$ cat src/rtl/wx_nn_pkg.sv
// ---------------------------------------------------------------------------
// wx_nn_pkg
//   Shared definitions for the binary-network memory system: layer geometry
//   constants, fan-in/fan-out lookup helpers and the read sequencer FSM
//   state encoding. Used by the load path, the read sequencer and compute.
//   No ports (package).
// ---------------------------------------------------------------------------
package wx_nn_pkg;

   localparam int N_IN0    = 784;   // layer-0 fan-in
   localparam int N_HID    = 1024;  // hidden width
   localparam int N_OUT    = 10;    // layer-3 outputs
   localparam int N_LAYERS = 4;

   typedef enum logic [1:0] {
      ST_IDLE  = 2'd0,
      ST_RUN   = 2'd1,
      ST_DRAIN = 2'd2,
      ST_DONE  = 2'd3
   } wx_state_t;

   // Inputs per neuron of a layer: layer 0 sees the image, the rest see a hidden layer.
   function automatic int fanin(input int layer, input int n_in0, input int n_hid);
      return (layer == 0) ? n_in0 : n_hid;
   endfunction

   // Neurons in a layer: only the last layer is narrow.
   function automatic int fanout(input int layer, input int n_hid, input int n_out);
      return (layer == N_LAYERS - 1) ? n_out : n_hid;
   endfunction

endpackage

$ cat src/rtl/wx_beat_fifo.sv
// ---------------------------------------------------------------------------
// wx_beat_fifo
//   2-entry registered FIFO holding (w, x, layer, neuron, first, last) beats
//   between the memory return path and the valid/ready output.
//   Ports:
//     clk, rst     clock, synchronous active-high reset
//     push, din    write side (dropped only if full without a same-cycle pop)
//     pop          read side (ignored when empty)
//     dout         head entry, straight from storage
//     count        occupancy 0..2
//     full, empty  occupancy flags
// ---------------------------------------------------------------------------
module wx_beat_fifo
   import wx_nn_pkg::*;
#(
   parameter int W = 16
) (
   input  logic         clk,
   input  logic         rst,
   input  logic         push,
   input  logic [W-1:0] din,
   input  logic         pop,
   output logic [W-1:0] dout,
   output logic [1:0]   count,
   output logic         full,
   output logic         empty
);

   logic [W-1:0] mem [2];
   logic         wr_ptr;
   logic         rd_ptr;
   logic         do_push;
   logic         do_pop;

   assign full    = (count == 2'd2);
   assign empty   = (count == 2'd0);
   assign do_pop  = pop & ~empty;
   // When full, a same-cycle pop frees the slot the write pointer lands on.
   assign do_push = push & (~full | do_pop);
   assign dout    = mem[rd_ptr];

   always_ff @(posedge clk) begin
      if (rst) begin
         mem[0] <= '0;
         mem[1] <= '0;
         wr_ptr <= 1'b0;
         rd_ptr <= 1'b0;
         count  <= 2'd0;
      end else begin
         if (do_push) begin
            mem[wr_ptr] <= din;
            wr_ptr      <= ~wr_ptr;
         end
         if (do_pop)
            rd_ptr <= ~rd_ptr;
         case ({do_push, do_pop})
            2'b10:   count <= count + 2'd1;
            2'b01:   count <= count - 2'd1;
            default: ;
         endcase
      end
   end

endmodule

$ cat src/rtl/wx_mem_reader.sv
// ---------------------------------------------------------------------------
// wx_mem_reader
//   Read-side sequencer: on start walks layers 0..3, neurons, inputs in that
//   order, issuing paired weight/activation reads and streaming the returned
//   bits with layer/neuron/first/last tags over valid/ready.
//   Ports:
//     clk, rst            clock, synchronous active-high reset
//     start               pulse, accepted only when idle
//     busy, done          pass in progress / 1-cycle completion pulse
//     w_sel, w_addr       weight bank select and address (registered)
//     w_data              weight bit, 1 cycle after the address
//     x_sel, x_addr       activation bank select and address (registered)
//     x_data              activation bit, 1 cycle after the address
//     out_valid/out_ready beat handshake
//     out_w, out_x        data bits of the beat
//     out_layer/neuron    tags of the beat
//     out_first/last      beat is input 0 / input fanin-1 of the neuron
// ---------------------------------------------------------------------------
module wx_mem_reader #(
   parameter int W_ADDR_LEN = 20,
   parameter int X_ADDR_LEN = 10,
   parameter int SEL_LEN    = 2,
   parameter int N_IN0      = wx_nn_pkg::N_IN0,
   parameter int N_HID      = wx_nn_pkg::N_HID,
   parameter int N_OUT      = wx_nn_pkg::N_OUT
) (
   input  logic                  clk,
   input  logic                  rst,
   input  logic                  start,
   output logic                  busy,
   output logic                  done,
   output logic [SEL_LEN-1:0]    w_sel,
   output logic [W_ADDR_LEN-1:0] w_addr,
   input  logic                  w_data,
   output logic [SEL_LEN-1:0]    x_sel,
   output logic [X_ADDR_LEN-1:0] x_addr,
   input  logic                  x_data,
   output logic                  out_valid,
   input  logic                  out_ready,
   output logic                  out_w,
   output logic                  out_x,
   output logic [SEL_LEN-1:0]    out_layer,
   output logic [X_ADDR_LEN-1:0] out_neuron,
   output logic                  out_first,
   output logic                  out_last
);

   import wx_nn_pkg::*;

   localparam int BW = 1 + 1 + SEL_LEN + X_ADDR_LEN + 2;

   wx_state_t state, state_nxt;

   // Issue counters; the address registers always hold the next read to issue.
   logic [SEL_LEN-1:0]    layer;
   logic [X_ADDR_LEN-1:0] neuron;
   logic [X_ADDR_LEN-1:0] idx;
   logic [W_ADDR_LEN-1:0] base;
   logic [W_ADDR_LEN-1:0] w_addr_q;

   logic [X_ADDR_LEN-1:0] fin_m1;
   logic [X_ADDR_LEN-1:0] fout_m1;
   logic [W_ADDR_LEN-1:0] fin_w;
   logic                  last_i, last_j, last_l, issue_end;
   logic [SEL_LEN-1:0]    nxt_layer;
   logic [X_ADDR_LEN-1:0] nxt_neuron;
   logic [X_ADDR_LEN-1:0] nxt_idx;
   logic [W_ADDR_LEN-1:0] nxt_base;

   // Tags of the read whose data returns this cycle.
   logic                  infl;
   logic [SEL_LEN-1:0]    infl_layer;
   logic [X_ADDR_LEN-1:0] infl_neuron;
   logic                  infl_first;
   logic                  infl_last;

   logic                  run, accept, can_issue, issue, pop;
   logic [BW-1:0]         fifo_din, fifo_dout;
   logic [1:0]            fifo_count;
   logic                  fifo_full, fifo_empty;

   // ---------------- FSM ----------------
   always_ff @(posedge clk) begin
      if (rst) state <= ST_IDLE;
      else     state <= state_nxt;
   end

   always_comb begin
      state_nxt = state;
      case (state)
         ST_IDLE:  if (start) state_nxt = ST_RUN;
         ST_RUN:   if (issue && issue_end) state_nxt = ST_DRAIN;
         // Finish once the last beat leaves, counting a pop in this cycle.
         ST_DRAIN: if (!infl && (fifo_count == 2'd0 || (fifo_count == 2'd1 && pop)))
                      state_nxt = ST_DONE;
         ST_DONE:  state_nxt = ST_IDLE;
         default:  state_nxt = ST_IDLE;
      endcase
   end

   always_comb begin
      busy   = (state != ST_IDLE);
      done   = (state == ST_DONE);
      run    = (state == ST_RUN);
      accept = (state == ST_IDLE) && start;
   end

   // ---------------- counter stepping ----------------
   always_comb begin
      fin_w   = W_ADDR_LEN'(fanin(int'(layer), N_IN0, N_HID));
      fin_m1  = X_ADDR_LEN'(fanin(int'(layer), N_IN0, N_HID) - 1);
      fout_m1 = X_ADDR_LEN'(fanout(int'(layer), N_HID, N_OUT) - 1);

      last_i    = (idx == fin_m1);
      last_j    = (neuron == fout_m1);
      last_l    = (layer == SEL_LEN'(N_LAYERS - 1));
      issue_end = last_i && last_j && last_l;

      nxt_layer  = layer;
      nxt_neuron = neuron;
      nxt_base   = base;
      nxt_idx    = last_i ? '0 : idx + X_ADDR_LEN'(1);
      if (last_i) begin
         if (last_j) begin
            nxt_neuron = '0;
            nxt_base   = '0;
            nxt_layer  = layer + SEL_LEN'(1);
         end else begin
            nxt_neuron = neuron + X_ADDR_LEN'(1);
            nxt_base   = base + fin_w;
         end
      end
   end

   // Space check: FIFO plus in-flight read must stay within 2 after this cycle's pop.
   assign pop       = out_valid & out_ready;
   assign can_issue = fifo_full ? (pop & ~infl) : (fifo_empty | ~infl | pop);
   assign issue     = run & can_issue;

   always_ff @(posedge clk) begin
      if (rst) begin
         layer       <= '0;
         neuron      <= '0;
         idx         <= '0;
         base        <= '0;
         w_addr_q    <= '0;
         infl        <= 1'b0;
         infl_layer  <= '0;
         infl_neuron <= '0;
         infl_first  <= 1'b0;
         infl_last   <= 1'b0;
      end else begin
         infl <= issue;
         if (issue) begin
            infl_layer  <= layer;
            infl_neuron <= neuron;
            infl_first  <= (idx == '0);
            infl_last   <= last_i;
         end
         if (accept) begin
            layer    <= '0;
            neuron   <= '0;
            idx      <= '0;
            base     <= '0;
            w_addr_q <= '0;
         end else if (issue && !issue_end) begin
            // After the final read the counters freeze on the last address.
            layer    <= nxt_layer;
            neuron   <= nxt_neuron;
            idx      <= nxt_idx;
            base     <= nxt_base;
            w_addr_q <= nxt_base + W_ADDR_LEN'(nxt_idx);
         end
      end
   end

   assign w_sel  = layer;
   assign x_sel  = layer;
   assign w_addr = w_addr_q;
   assign x_addr = idx;

   // ---------------- return path ----------------
   assign fifo_din = {w_data, x_data, infl_layer, infl_neuron, infl_first, infl_last};

   wx_beat_fifo #(.W(BW)) u_fifo (
      .clk   (clk),
      .rst   (rst),
      .push  (infl),
      .din   (fifo_din),
      .pop   (pop),
      .dout  (fifo_dout),
      .count (fifo_count),
      .full  (fifo_full),
      .empty (fifo_empty)
   );

   assign out_valid = ~fifo_empty;
   assign {out_w, out_x, out_layer, out_neuron, out_first, out_last} = fifo_dout;

endmodule

$ cat config.mk
export PLATFORM = sky130hd
export DESIGN_NAME = wx_mem_reader
export DESIGN_NICKNAME = d
export VERILOG_FILES = /design/src/rtl/wx_nn_pkg.sv /design/src/rtl/wx_beat_fifo.sv /design/src/rtl/wx_mem_reader.sv
export SDC_FILE = /design/constraint.sdc
export NUM_CORES = 1
export LEC_CHECK = 0
export CORE_UTILIZATION = 60
export CTS_CLUSTER_SIZE = 25
export DETAILED_ROUTE_END_ITERATION = 10
export PLACE_DENSITY = 0.82
export SYNTH_ARGS = -nofsm -noshare
export SYNTH_HDL_FRONTEND = slang
export SYNTH_HIERARCHICAL = 1
export SYNTH_SLANG_ARGS = --single-unit
$ cat constraint.sdc
create_clock -name clk -period 12.75 [get_ports clk]
set_input_delay 1.9125 -clock clk [delete_from_list [all_inputs] [get_ports clk]]
set_output_delay 1.9125 -clock clk [all_outputs]
set_load 0.05 [all_outputs]
## Word-level counts from Yosys, hierarchy flattened

Memory sizes are Yosys's and may differ from the RTL's. A register that Yosys moved wholly into a read port is not among the register bits.
Cells that the tools add are included.

- Add/sub/neg operators: 9
- Bitwise operators: 13
- Mux-type cells: 22
- Equal/unequal tests: 14
- Reductions and logical operators: 21

Operators by type and width:

| kind | count |
|---|---|
| two-way mux 20 bit | 2 |
| adder 10 x 1 -> 10 bit (second input constant) | 2 |
| adder 20 x 10 -> 20 bit | 1 |
| adder 20 x 11 -> 20 bit | 1 |
| equality test 10 bit | 2 |
| two-way mux 10 bit | 2 |
| subtractor 10 x 1 -> 10 bit (second input constant) | 2 |
| two-way mux 16 bit | 1 |
| OR reduction 16 bit | 1 |
| two-way mux 11 bit | 1 |
| equality test 2 bit (second input constant) | 5 |
| logical NOT 10 bit | 1 |
| two-way mux 1 bit | 10 |
| equality test 2 x 1 -> 1 bit (second input constant) | 4 |
| case mux 2 bit (4 select lines) | 1 |
| logical AND 1 bit | 7 |
| logical NOT 2 bit | 3 |
| two-way mux 2 bit | 3 |
| AND reduction 3 bit | 2 |
| bitwise AND 1 bit | 5 |
| NOT 1 bit | 5 |
| adder 2 x 1 -> 2 bit (second input constant) | 2 |
| two-way mux 4 bit | 1 |
| inequality test 2 bit (second input constant) | 2 |
| 9 further kinds | 13 |

- RAM bits: 32
- Register bits after elaboration: 83
- Memories kept: 1

Memory list:

| memory | depth | width | read ports | clocked after Yosys merged registers in | wr ports | RTL line | text |
|---|---|---|---|---|---|---|---|
| u_fifo.mem | 2 | 16 | 1 | 1 | 2 | wx_beat_fifo.sv:29 | `logic [W-1:0] mem [2];` |

## Depth between registers and ports, before layout

Gate-level depths: netlist of the first run.

- Depth after elaboration: 11
- Depth in mapped cells: 20
- Gate-level depth less buffers: 18

## Modules after synthesis

The synthesis of the first run kept the hierarchy.

Modules (own cells, without submodules):

| module | sequential area each (um^2) | cells each | times used | area each (um^2) |
|---|---|---|---|---|
| wx_mem_reader | 1581.5 | 608 | 1 | 4820.9 |
| wx_beat_fifo | 1061.0 | 117 | 1 | 1677.9 |

## Worst setup path before layout of the first run

Ideal clock, no wire load.

- Path type: flip-flop to flip-flop
- From: register layer[0], in the netlist w_sel[0]
- To: register w_addr_q[14], in the netlist w_addr[14]
- Buffers on the path: 0
- Data required time: 12.676 ns
- Cell stages (with the launch flop): 17
- Setup slack: 8.000 ns
- Clock period less this slack: 4.750 ns
- Arrival: 4.675 ns
- Setup time: 0.074 ns
- Cells stage by stage: dfxtp_1 ha_1 or4b_1 or4_1 nand2_2 nand2_1 and2_1 ha_1 fa_1 a21o_1 a21o_1 a2111oi_0 o21ai_0 or3b_1 nor3_2 or2_1 a31oi_1

RTL lines:

| what | RTL line | text |
|---|---|---|
| from (decl) | wx_mem_reader.sv:55 | `logic [SEL_LEN-1:0] layer;` |
| from (signal assigned) | wx_mem_reader.sv:168 | `layer <= nxt_layer;` |
| equality test 2 x 1 -> 1 bit | wx_nn_pkg.sv:29 | `return (layer == N_LAYERS - 1) ? n_out : n_hid;` |
| two-way mux 4 bit | wx_nn_pkg.sv:29 |  |
| subtractor 10 x 1 -> 10 bit | wx_mem_reader.sv:112 | `fout_m1 = X_ADDR_LEN'(fanout(int'(layer), N_HID, N_OUT) - 1);` |
| equality test 10 bit | wx_mem_reader.sv:115 | `last_j = (neuron == fout_m1);` |
| two-way mux 20 bit | wx_mem_reader.sv:124 | `if (last_j) begin` |
| two-way mux 20 bit * | wx_mem_reader.sv:123 | `if (last_i) begin` |
| via nxt_base[0] | wx_mem_reader.sv:68 | `logic [W_ADDR_LEN-1:0] nxt_base;` |
| adder 20 x 10 -> 20 bit * | wx_mem_reader.sv:172 | `w_addr_q <= nxt_base + W_ADDR_LEN'(nxt_idx);` |
| to (signal assigned) | wx_mem_reader.sv:172 |  |
| to (decl) | wx_mem_reader.sv:59 | `logic [W_ADDR_LEN-1:0] w_addr_q;` |

Mark *: on every way through the listed nets, which the timed path passes. The rest lies on a longest branch.
A chain may end at the register's enable or synchronous reset.

## Final worst setup path of the first run

- From: register layer[1], in the netlist w_sel[1]
- To: register w_addr_q[14], in the netlist w_addr[14]

The elaborated chain is that of the path after synthesis.

==> results of run 1 <==
## worst reg2reg max path, delay by kind of cell (launching register included)
| kind | cells | cell delay, ps |
|---|---|---|
| compound gates | 5 | 1320 |
| simple gates | 8 | 2340 |
| flops | 1 | 460 |
| fa+ha+maj | 3 | 1010 |
## metrics by stage
| step | utilization (%) | setup slack (ps) |
|---|---|---|
| after detailed placement | 67.9 | 7470 |
| after global placement | 67.9 | 7690 |
| after floorplan | - | 8000 |
| after CTS | 73.9 | 7580 |
| final | 73.9 | 7550 |
| after global routing | 73.9 | 7280 |
## placed cells by master (no fill, tap or decap), drive strengths merged, types with 4 or more instances in the layout
cell and count:
xnor2 14, o21ai 26, or3 4, a21oi 59
clkbuf 19, mux2 17, nand3 12, buf 7
or2 6, dfxtp 84, edfxtp 32, o31ai 6
bufinv 4, nor3 16, nor2 65, nor4 8
and3 9, mux2i 8, a211oi 6, a22oi 9
xor2 21, clkinv 5, a21o 9, nand2 96
and4 6, inv 19, or4 4, nand4 12
and2 47, ha 23, o21a 4, nor4b 5
clkdlybuf4s50 58, o21bai 7
## cell type report
class,count,area (um2)
multi-input cells,548,3570
fillers,745,2720
flip-flops and latches,116,2640
repair buffers,65,633
clock buffers,19,432
clock inverters,13,195
well taps,136,170
inverters,15,56.3
## logic make-up after synthesis
logic type | after synthesis | synth area share (%)
AOI/OAI and AO/OA | 157 | 15.4
adders and majority gates | 24 | 4.74
DFF | 116 | 40.7
buffers and inverters | 61 | 4.52
muxes | 25 | 4.24
and+or+nand+nor | 307 | 25.7
xor gates and xnor gates | 35 | 4.72
## path summary, 6_finish.rpt
check                 start         end  slack, ps
hold reg to reg   w_addr[8]   w_addr[8]        450
setup reg to reg   w_sel[1]  w_addr[14]       7550
setup / recovery   w_sel[1]  w_addr[14]       7550
hold / removal    w_addr[8]   w_addr[8]        450
## power by group
| group | internal [mW] | leakage (nW) | switching (mW) |
|---|---|---|---|
| Clock | 0.326 | 0.308 | 0.178 |
| Sequential | 0.409 | 1.01 | 0.0254 |
| Combinational | 0.0932 | 1.51 | 0.216 |
| Total | 0.828 | 2.83 | 0.419 |
## flip-flops by register name (all words and copies together) (netlist names), named ones only
name / cells
u_fifo/count: 2
infl_layer: 2
infl_neuron: 10
state: 2
w_sel: 2
u_fifo/mem: 32
x_addr: 10
infl_last: 1
infl: 1
u_fifo/wr_ptr: 1
neuron: 10
base: 20
u_fifo/rd_ptr: 1
w_addr: 20
infl_first: 1
## metal layers
metal	up-vias	GRT usage, %	part of all wire [%]
li1	2655	-	-
met1	2607	37.5	43
met2	174	50.9	50
met3	34	4.84	4.9
met4	0	13.0	2.4
met5	-	0	0
==> flow_results.org, run 1 <==
** Run status
- The flow ran to the end, and the final reports show no timing, DRC or antenna violations.

** Place
- After detailed placement, the total cell area comes to 7070 um2.
- Detailed placement finished with a half-perimeter wire length of 10,700 um.
- Placed instance count :: 880
- In this run the tool buffered the top-level ports with 58 buffer cells.
- Gpl congestion :: 0.864

** Route
- After detailed routing, the number of vias per cell comes to 6.00.
- The routed design has 15,800 um of wire.
- In this run the remaining antenna-violating nets after routing total 0.
- Number of vias in the routed layout :: around 5,500
- Post-detailed-route DRC marker count :: 0
- Dividing the detail-routed wire length by the instance count gives between 15 and 20 um.
- The detailed router finished its first iteration with 378 violations.
- The first detailed-routing pass took 6 iterations.

** Final layout
- 0 antenna diodes ended up in the layout.
- Post-Layout Cell Count :: 912
- From synthesis to final layout, the design area changed by 18.4%.
- Summing all non-filler instances in the final layout gives an area of 7700 um2.
- The post-route netlist has roughly a tenth of its cells at a drive strength greater than 1.
- In the final design database the tool counted roughly 790 nets.

** Timing
- Total Negative Setup Slacks :: 0 ps
- Maximum clock frequency :: about 190 MHz
- Post-route fraction of the period consumed by the critical path :: 40.8%
- Fin. Hold Viols :: 0
- For the pin with the worst max-slew slack, the measured transition is slightly below 1000 ps.
- Clock period minus worst slack :: 5200 ps
- Final count of pins violating max slew :: 0
- The worst pin sits at a relative slew slack of 33.1%.
- Setup repair after global routing left no endpoint under its margin.
- Final setup skew :: 12.1 ps
- Setup violations remaining at the end of the flow were counted as 0.
- Worst hold slack :: between 400 and 500 ps

** Clocking
- # clock sinks :: 116
- Clock root cell :: clkbuf_8
- Clock input transition at the sequential cells of the worst setup and hold paths :: 60 ps
- After clock tree synthesis, the flow added hold-fix buffers numbering 0.
- Resize count post-CTS :: 0
- In this run the deepest clock path goes through 2 buffers.
- H-Tree Depth :: 4
- For the worst-skew pair, the clock arrives at the later sink with an insertion delay of 520 ps.
- Buffers inserted during clock tree synthesis total 17.
- TritonCTS built the clock tree.
- Buffers inserted by post-CTS timing repair :: 0

** Global route
- Overall overflow remaining after global route :: 0
- Number of antenna violations at the first check in global routing :: 0
- Global routing used approximately 30% of the available tracks.
- The via count of the first global-routing pass was 5,399.
- Entering global routing, the biggest net connects between 40 and 50 pins.
- The first global-routing pass estimated 26,500 um of wire.

** Die
- Initial Utilization :: 62.4%
- Num rows :: 37
- 59 I/O pins were placed.
- The floorplan step defined a core boundary enclosing 10,400 um2.
- The die is 106 um tall.
- The floorplan step set the die width to 106 um.
- The floorplan step defined a die boundary enclosing roughly 11,000 um2.

** Synthesis
- Fraction of synthesized cell area taken by the top area cell type :: between 20% and 30%
- Post-synth EDFFs :: 32
- Per-instance average area after synthesis :: 8.96 um2
- The most common cell in the synthesized netlist is nand2_1.
- The share of the Yosys chip area taken by registers is between 40 and 50%.
- Most area-hungry cell type in the Yosys netlist :: dfxtp_1
- Register bit total from synthesis :: 116
- For this run, the number of Yosys warnings is 6.
- The cell count after synthesis came out at 725.
- Counting distinct cell types in the post-synthesis netlist gives 80.
- Net count after synthesis :: 755
- For this run, the leading register cell type out of synthesis is dfxtp_1.
- The synthesized netlist occupies a cell area of around 6500 um2.
- Post-synthesis async set-or-reset flop share :: 0%
- Leading post-synthesis cells by cell area :: dfxtp_1, edfxtp_1, nand2_1
- Sorting the synthesized cells by how often they occur yields nand2_1, dfxtp_1, nor2_1, a21oi_1, and2_1.

** Worst setup path
- Together, buffers and inverters on the worst path number 0.
- The largest single stage delay on the critical path is between 500 and 600 ps.
- Of all nets on the critical path, the largest fanout is 10.
- The worst register-to-register path has a depth of 16.
- Critical path data required time :: around 13,000 ps
- The critical path runs through a total of 16 cells.
- Largest delay contributor family on the critical path :: simple AND/OR/NAND/NOR gates
- CP Class :: reg2reg
- Ordered cell list for the critical path :: ha_1 -> or4b_1 -> or4_1 -> nand2_2 -> nand2_1 -> and2_1 -> ha_1 -> fa_1 -> a21o_1 -> a21o_1 -> a2111oi_0 -> o21ai_0 -> or3b_1 -> nor3_2 -> or2_1 -> a31oi_1
- Startpoint types :: register
- At the worst endpoint, the arrival time is 5650 ps.
- Critical Path End Type :: register
- For this design, the slowest cell found on the critical path is a2111oi_0.

** Job
- Max-cap violations in this run came to 0.

** Worst hold path
- Count of cells along the worst hold path :: 2
- Type of the tightest min-delay check :: reg2reg

** Power
- Power consumption :: between 1 and 1.5 mW
- VDD sags by at most 0.0993 mV.
- Total leakage power :: 2.83 nW
- Pwr dens :: about 160 nW/um2
No activity file was read; power rests on OpenSTA's default activity.
==> run 2, diff against run 1 <==
--- a/config.mk
+++ b/config.mk
@@ -5,10 +5,10 @@
 export SDC_FILE = /design/constraint.sdc
 export NUM_CORES = 1
 export LEC_CHECK = 0
-export CORE_UTILIZATION = 60
+export CORE_UTILIZATION = 58
 export CTS_CLUSTER_SIZE = 25
 export DETAILED_ROUTE_END_ITERATION = 10
-export PLACE_DENSITY = 0.82
+export PLACE_DENSITY = 0.79
 export SYNTH_ARGS = -nofsm -noshare
 export SYNTH_HDL_FRONTEND = slang
 export SYNTH_HIERARCHICAL = 1
==> constraint.sdc (replaced) <==
create_clock -name clk -period 4.8 [get_ports clk]
set_input_delay 0.72 -clock clk [delete_from_list [all_inputs] [get_ports clk]]
set_output_delay 0.72 -clock clk [all_outputs]
set_load 0.05 [all_outputs]
==> run 2 against run 1 <==
  * Total power grew to 2.5 times the previous value
  * Worst hold slack gained 1.9 ps
  * Die area grew 3.4%
  * First-iteration DRC count grew 0.26%
  * Sequential power grew to 2.6 times the previous value
  * Final cell count grew 1.4%
  * Non-clock buffer count grew 9
  * Register-to-register slack lost 7300 ps
  * Worst setup slack lost 7300 ps
==> flow_results.org, run 2 (synthesis results as in run 1) <==
** Run status
- The flow ran to the end, and the final reports show no timing, DRC or antenna violations.

** Worst setup path
- Largest fanout on the critical path :: 7
- Crit path depth :: 16
- Crit path DAT :: between 4000 and 5000 ps
- The critical path goes through ha_1 -> or4b_1 -> or4_1 -> nand2_2 -> nand2_1 -> and2_1 -> ha_1 -> fa_1 -> a21o_1 -> a21o_1 -> a2111oi_2 -> o21ai_0 -> or3b_1 -> nor3_2 -> or2_1 -> a31oi_1.
- The largest single stage delay on the critical path is 570 ps.
- Depth of the most critical reg-to-reg path :: 16
- The largest individual stage delay along the critical path comes from the cell or4_1.
- STA classifies the critical path endpoint as a register.
- Together, buffers and inverters on the worst path number 0.
- The worst setup path is launched from a register.
- STA puts the critical path data required time at 5250 ps.
- Largest delay contributor family on the critical path :: simple AND/OR/NAND/NOR gates
- CP Class :: reg2reg

** Timing
- The final-report max-slew violation count came to 0.
- Final setup skew :: between 10 and 15 ps
- Total Negative Setup Slacks :: 0 ps
- The number of endpoints with negative hold slack in the final report was 0.
- Post-route fraction of the period consumed by the critical path :: a little over nine tenths
- Transition time at the pin with the least slew margin :: 927 ps
- Final count of negative-setup-slack endpoints :: 0
- Worst slew margin relative to its limit :: 37.4%
- Across all hold checks on the routed design, the worst slack comes to ~450 ps.
- Based on the critical path, the design can be clocked at up to 221 MHz.
- Setup repair after global routing left no endpoint under its margin.
- Clock period minus worst slack :: 4520 ps

** Clocking
- # clock sinks :: 116
- At the later pin of the worst-skew pair, clock insertion delay measures about 530 ps.
- For this design, the CTS-stage hold fixing added 0 buffers.
- Buffer levels on the longest clock path :: 2
- Total clock buffers created by CTS :: 17
- Buffers inserted by post-CTS timing repair :: 0
- Clock tree synthesis selected as its root buffer the cell clkbuf_8.
- CTS tree :: yes
- Clock input transition at the sequential cells of the worst setup and hold paths :: 60 ps
- Resize count post-CTS :: 0
- H-Tree Depth :: 4

** Place
- Number of buffer cells added on primary ports :: 58
- Gpl congestion :: 0.916
- In this run, placement finished with an instance count of 893.
- Summed over all nets, the half-perimeter wirelength after detailed placement is 10,900 um.

** Global route
- After global routing, the most crowded layer is met2.
- Entering global routing, the biggest net connects 45 pins.
- GR met1 Demand/Resource :: 35.6%
- The first global-routing pass estimated roughly 26,000 um of wire.
- For this run, global-route usage on met3 was measured as 7.57%.
- After global routing the overflow that remains totals 0.
- For met2 alone, demand over resource in global routing was 48.5%.
- Total routing resource utilization after global routing :: between 20% and 30%
- Number of antenna violations at the first check in global routing :: 0
- The via count of the first global-routing pass was 5,175.

** Final layout
- Leaving out fill and tap cells, the most frequent cell in the layout is nand2_1.
- The register with the most flip-flops in the layout has 32 of them.
- Post-Layout Cell Count :: 925
- NumNets Final :: approximately 800
- The top cell types in the final layout, fill and taps aside, are nand2_1, dfxtp_1, nor2_1, a21oi_1, clkdlybuf4s50_1.
- Antenna cell count :: 0
- Relative to the synthesized area, the layout overhead comes to 18.4%.
- Biggest register :: u_fifo/mem
- Measured on the finished design, the core utilization comes to a little over two thirds.
- Layout cells sized above 1 :: 11.7%

** Die
- Pin placement for this block handled 59 I/O pins.
- Core Box Area :: approximately 11,000 um2
- Num rows :: 38
- From left edge to right edge, the die measures between 100 and 150 um.
- The floorplan step set the die height to 108 um.
- For this configuration, the core starts out at a cell density of 59.7%.
- DIE AREA :: 11,600 um2

** Route
- ANT nets after route :: 0
- Post-detailed-route DRC marker count :: 0
- Wires add up to 15,800 um.
- The detailed router placed 5,491 vias in this run.
- The first detailed-routing pass ran for 5 iterations.
- Final routed wire length divided by cell count :: between 15 and 20 um
- Via/cell ratio :: 5.94
- After the first detailed-routing iteration, the DRC count stood at 379.

** Worst hold path
- The worst hold path was traced through 2 stages.
- Type of the tightest min-delay check :: reg2reg

** Job
- The tool flagged a number of max-cap violations equal to 0.

** Power
- The analysis attributes to cell leakage a power of 2.82 nW.
- Power spread over the standard cell area amounts to around 400 nW/um2.
- Power consumption :: 3.15 mW
- Worst vdd rail ir drop :: 0.264 mV
[run 2: cell count changes in the layout (fill, tap and decap cells not counted)]
| cell | previous run | this run |
|---|---|---|
| bufinv_16 | 4 | 1 |
| a2111oi_0 | 1 | 0 |
| clkbuf_8 | 2 | 1 |
| clkinv_2 | 1 | 2 |
| clkinvlp_4 | 0 | 5 |
| buf_4 | 7 | 16 |
| clkinv_4 | 4 | 2 |
| a2111oi_2 | 0 | 1 |
[run 2: final cells by class]
type	instances	area, um2
fillers	865	3190
flip-flops and latches	116	2640
clock buffers	18	418
clock inverters	14	130
well taps	140	175
inverters	15	56.3
repair buffers	74	701
multi-input cells	548	3570
[run 2: metal layers]
layer | routed length (um) | share of wire (%) | up-vias
met3 | 900 | 5.7 | 29
met2 | 7770 | 49 | 188
met4 | 331 | 2.1 | 0
li1 | - | - | 2671
met5 | 0 | 0 | -
met1 | 6810 | 43 | 2603
[run 2: worst min-delay path: cells and delay by family (launching register included)]
kind	cells	cell delay [ps]
compound gates	1	50
flops	1	310
simple gates	1	50
[run 2: path summary, 6_finish.rpt]
check	slack (ps)	endpoint	from
worst min register to register	450	w_addr[8]	w_addr[8]
worst max-delay path	280	w_addr[14]	w_sel[1]
worst max register to register	280	w_addr[14]	w_sel[1]
worst min-delay path	450	w_addr[8]	w_addr[8]
[run 2: through the flow]
step,worst slack [ps],instance area [um2]
after floorplan,50.2,6500
after global placement,335,7140
after detailed placement,220,7140
after CTS,197,7690
after global routing,31.9,7700
final,284,7700
[run 2: report_power, final]
part / internal [mW] / switching (mW)
Clock: 0.690 / 0.474
Combinational: 0.255 / 0.579
Sequential: 1.09 / 0.0670
